[src/rtl/hazard_scheduler.sv]
// Hazard and sequencing controller for the 5-stage RV32 pipeline: EX operand forwarding,
// load-use stalls, branch/jump flushes and the start/done handshake with the multi-cycle MDU.
module hazard_scheduler #(
  parameter int MDU_TIMEOUT = 64,
  parameter int CNT_W       = 16
) (
  input  logic             clk,
  input  logic             rst,
  input  logic [4:0]       rs1D,
  input  logic [4:0]       rs2D,
  input  logic [4:0]       rs1E,
  input  logic [4:0]       rs2E,
  input  logic [4:0]       rdE,
  input  logic             regwriteE,
  input  logic [1:0]       wbselE,
  input  logic [4:0]       rdM,
  input  logic             regwriteM,
  input  logic [4:0]       rdW,
  input  logic             regwriteW,
  input  logic             pcselE,
  input  logic             mdu_reqE,
  input  logic             mdu_done,
  output logic [1:0]       forwardAE,
  output logic [1:0]       forwardBE,
  output logic             stallF,
  output logic             stallD,
  output logic             stallE,
  output logic             flushD,
  output logic             flushE,
  output logic             mdu_start,
  output logic             mdu_timeout,
  output logic [CNT_W-1:0] stall_cnt
);

  localparam int              TMR_W   = (MDU_TIMEOUT > 2) ? $clog2(MDU_TIMEOUT) : 1;
  localparam logic [TMR_W-1:0] TMR_MAX = TMR_W'(MDU_TIMEOUT - 1);

  typedef enum logic [1:0] {
    IDLE     = 2'd0,
    MDU_WAIT = 2'd1,
    MDU_REL  = 2'd2
  } state_t;

  state_t           state;
  logic [TMR_W-1:0] timer;
  logic             lwStall;
  logic             mduStall;

  // MEM-stage producer is younger than WB, so its value takes priority.
  always_comb begin
    // NOTE: every output of a combinational block gets a default first, so no path leaves it unassigned (no latch).
    forwardAE = 2'b00;
    forwardBE = 2'b00;
    if (regwriteM && (rdM != 5'd0) && (rdM == rs1E))      forwardAE = 2'b10;
    else if (regwriteW && (rdW != 5'd0) && (rdW == rs1E)) forwardAE = 2'b01;
    if (regwriteM && (rdM != 5'd0) && (rdM == rs2E))      forwardBE = 2'b10;
    else if (regwriteW && (rdW != 5'd0) && (rdW == rs2E)) forwardBE = 2'b01;
  end

  assign lwStall  = regwriteE && (wbselE == 2'b01) && (rdE != 5'd0) &&
                    ((rdE == rs1D) || (rdE == rs2D));
  assign mduStall = ((state == IDLE) && mdu_reqE) || ((state == MDU_WAIT) && !mdu_done);

  // A taken branch squashes the D instruction, so a load-use stall on it is pointless;
  // an MDU op in EX cannot coexist with a redirect, so the MDU stall overrides flushes.
  assign stallF    = !rst && (mduStall || (lwStall && !pcselE));
  assign stallD    = stallF;
  assign stallE    = !rst && mduStall;
  assign flushD    = !rst && pcselE && !mduStall;
  assign flushE    = !rst && (pcselE || lwStall) && !mduStall;
  assign mdu_start = !rst && (state == IDLE) && mdu_reqE;

  // NOTE: sequential state uses non-blocking assignments so every register samples pre-edge values.
  always_ff @(posedge clk or posedge rst) begin
    if (rst) begin
      state       <= IDLE;
      timer       <= '0;
      mdu_timeout <= 1'b0;
      stall_cnt   <= '0;
    end else begin
      if (stallF && (stall_cnt != '1)) stall_cnt <= stall_cnt + CNT_W'(1);

      case (state)
        IDLE: begin
          if (mdu_reqE) begin
            state <= MDU_WAIT;
            timer <= '0;
          end
        end
        MDU_WAIT: begin
          if (mdu_done) begin
            state <= MDU_REL;
          end else if (timer == TMR_MAX) begin
            mdu_timeout <= 1'b1;
            state       <= MDU_REL;
          end else begin
            timer <= timer + TMR_W'(1);
          end
        end
        // One unstalled cycle lets the finished op leave EX; a held mdu_reqE must not relaunch.
        MDU_REL: state <= IDLE;
        default: state <= IDLE;
      endcase
    end
  end

endmodule

[config.mk]
export PLATFORM = sky130hd
export DESIGN_NAME = hazard_scheduler
export DESIGN_NICKNAME = d
export VERILOG_FILES = /design/src/rtl/hazard_scheduler.sv
export SDC_FILE = /design/constraint.sdc
export NUM_CORES = 1
export LEC_CHECK = 0
export BUFFER_PORTS_ARGS = -buffer_cell sky130_fd_sc_hd__buf_2
export CORE_ASPECT_RATIO = 1.4
export CORE_MARGIN = 2
export CORE_UTILIZATION = 45
export CTS_BUF_LIST = sky130_fd_sc_hd__clkbuf_8
export CTS_CLUSTER_DIAMETER = 40
export DETAILED_ROUTE_END_ITERATION = 7
export PLACE_DENSITY = 0.76
export SYNTH_ARGS = -nofsm -noshare
export SYNTH_HDL_FRONTEND = slang
export SYNTH_SLANG_ARGS = --single-unit
[constraint.sdc]
create_clock -name clk -period 6.07 [get_ports clk]
set_clock_uncertainty 0.05 [all_clocks]
set_input_delay 0.9105 -clock clk [delete_from_list [all_inputs] [get_ports clk]]
set_output_delay 0.9105 -clock clk [all_outputs]
set_load 0.03 [all_outputs]
==> impl_metrics.py <==
metrics = {
    "grt": {
        "grt_start_max_net_pins": 28,
        "grt_pass1_vias": 1541,
        "grt.total_usage_pct": 18.0,
        "overflow": 0,
        "grt_first_pass_wirelength_um": 6530,
        "antenna_found_initial": 0,
    },
    "outcome": {
        "outcome": "completed",
    },
    "cts": {
        "cts_resized": 0,
        "cts_buffer_depth": 2,
        "hold_buffers": 0,
        "cts_buffers": 3,
        "cts_setup_buffers": 0,
        "clk-insertion-delay-late_ns": 0.27,
        "cts_sinks": 25,
        "clk_pin_slew_ns": 0.08,
        "htree_levels": 1,
        "root_buffer": "clkbuf_8",
        "tritoncts": "yes",
    },
    "logic_synthesis": {
        "avgSynthCellArea_um2": 10.2,
        "synth_warnings": 0,
        "syn_inst": 175,
        "synth_edf_count": 0,
        "synth.net_count": 222,
        "synth_seq_cells": 25,
        "synthesis.area_um2": 1780,
        "ys.flop_type": "dfrtp_1",
        "async_flop_share_pct": 100,
        "yosysSeqAreaShare_pct": 35.2,
        "ys_types": 37,
    },
    "routing": {
        "wirelength_um": 3710,
        "postRouteAntennaNets": 0,
        "avgRoutedWirePerCell_um": 12.8,
        "drt-initial-drc-count": 27,
        "firstDrtPassIters": 4,
        "vias": 1534,
        "viasPerCell": 5.29,
        "drc": 0,
    },
    "timing": {
        "fmax_ghz": 0.289,
        "setup_viol": 0,
        "worst-slew-pin-transition_ns": 0.948,
        "rsz0062_at_grt": "false",
        "slew_viol_final": 0,
        "layout_min_cycle_time_ns": 3.46,
        "setup_tns_ns": 0,
        "period_share_pct": 56.9,
        "finalHoldViolCount": 0,
        "slew_headroom_pct": 36.7,
    },
    "placed_design": {
        "gp_congestion": 0.814,
        "dp_hpwl_um": 3010,
        "port-buffer-count": 71,
    },
    "worst_setup_path": {
        "cp_data_required_time_ns": 5.11,
        "crit_arrival_ns": 2.49,
        "r2r_slack_ns": 3.83,
        "worst_setup_path_end_kind": "output pin",
        "crit_path_max_fanout": 16,
        "crit_path_start_kind": "input port",
        "crit_type": "in -> out",
    },
    "pwr": {
        "intPower_mw": 0.324,
        "power_leakage_nw": 1.11,
        "pwr-share-comb_pct": 40.3,
        "p_per_area_nw_per_um2": 254,
        "p_seq_share_pct": 42.8,
        "p_sw_share_pct": 42.4,
        "ir_drop_mv": 0.181,
        "p_sw_mw": 0.238,
        "p_clk_share_pct": 16.9,
        "p_total_mw": 0.562,
    },
    "die": {
        "die-height_um": 78.4,
        "num_rows": 27,
        "io_pins": 72,
        "start_util_pct": 46.2,
        "die_w_um": 57.1,
        "die_area_um2": 4480,
        "design.core.area_um2": 3850,
    },
    "finish": {
        "utilization_pct": 57.4,
        "drive_above_1_share_pct": 38.5,
        "n_fill_cell": 357,
        "area_growth_pct": 24.3,
        "antenna_cells": 0,
        "fin_nets": 295,
    },
    "flow_run": {
        "cap_violations": 0,
    },
    "min_path": {
        "hp-class": "reg -> reg",
    },
}
[stage by stage]
step                cell area, µm²  std cells  worst slack (ns)  hold WS, ns
floorplan                     1780        175              2.26        0.420
global placement              2170        286              2.58        0.402
detailed placement            2170        286              2.56        0.401
CTS                           2210        290              2.57        0.420
global route                  2210        290              2.42        0.432
finish                        2210        290              2.61        0.408
[final timing paths]
path                                                  to  cells past startpoint                     start
worst min-delay path             mdu_timeout$_DFFE_PP0P_                      1   mdu_timeout$_DFFE_PP0P_
max in group asynchronous       stall_cnt[6]$_DFFE_PP0P_                      2                       rst
worst max-delay path                              stallF                      6                    rdE[1]
worst min register to register   mdu_timeout$_DFFE_PP0P_                      1   mdu_timeout$_DFFE_PP0P_
worst max register to register  stall_cnt[1]$_DFFE_PP0P_                      6  stall_cnt[0]$_DFFE_PP0P_
min in group asynchronous           timer[1]$_DFFE_PP0P_                      2                       rst
[layer usage]
metal,share of wire (%),global-route usage (%),vias to the layer above,wire length [µm]
met5,0,0,-,0
met4,1.6,6.74,0,60
met3,8.0,4.28,5,298
met2,50,31.6,54,1850
met1,41,20.9,712,1500
li1,-,-,763,-
[flip-flops by register name (all words and copies together) (netlist names)]
register	flops
state	2
timer	6
stall_cnt	16
mdu_timeout	1
[placed cells by master, fill, tap and decap left out, types with 2 or more instances in the layout]
| cell | count |
|---|---|
| nor2_1 | 14 |
| or4_1 | 5 |
| buf_2 | 71 |
| xor2_1 | 41 |
| xnor2_1 | 6 |
| nor3b_1 | 2 |
| dfrtp_1 | 25 |
| mux2_2 | 2 |
| and2_1 | 2 |
| nand4_1 | 5 |
| nor3_2 | 7 |
| nand3_1 | 9 |
| clkbuf_8 | 3 |
| nand2_1 | 8 |
| ha_1 | 2 |
| o21ai_0 | 5 |
| nor4_4 | 4 |
| and3_1 | 4 |
| inv_1 | 8 |
| nor4_1 | 7 |
[synth_stat cells, types with 2 or more instances]
master   count  area (µm²)
inv_1        7        26.3
and3_1       4        25.0
dfrtp_1     25         626
and2_1       2        12.5
nor2_1      14        52.6
nand4_1      5        31.3
nor4_4       4        85.1
nand2_1      8        30.0
or4_1        5        37.5
o21ai_0      5        25.0
xnor2_1      6        52.6
nand3_1      9        45.0
xor2_1      41         359
nor3_2       7        70.1
mux2_2       2        22.5
ha_1         2        25.0
buf_4        2        15.0
nor4_1       7        43.8
nor3b_1      2        15.0
[power groups by stage]
stage / Combinational, mW / Sequential, mW / Clock, mW
floorplan: 0.118 / 0.283 / 0
global placement: 0.225 / 0.243 / 0
detailed placement: 0.230 / 0.245 / 0
CTS: 0.230 / 0.242 / 0.0982
global route: 0.248 / 0.249 / 0.104
finish: 0.227 / 0.240 / 0.0949
[cell type report]
cell class	instances	area, µm²	area share, %
inverters	7	26.3	1.19
flip-flops and latches	25	626	28.3
repair buffers	72	363	16.4
well taps	43	53.8	2.43
clock buffers	3	41.3	1.87
clock inverters	1	3.75	0.170
multi-input cells	139	1100	49.6
[critical path, stage by stage]
cell and delay, ns:
buf_2 0.12, or4_1 0.50, o21ai_0 0.32, o41a_4 0.37, inv_1 0.08, buf_2 0.18
[cell families (layout without fill, tap and decap cells)]
group           count (synthesis)  in the layout  share of synthesized area (%)
fa+ha+maj                       2              2                           1.41
mux                             3              3                           1.83
simple gates                   76             76                           30.5
flops                          25             25                           35.2
xor+xnor                       47             47                           23.1
buf+inv                        11             83                           3.16
compound gates                 11             11                           4.78
Power figures use the tool's default switching activity.
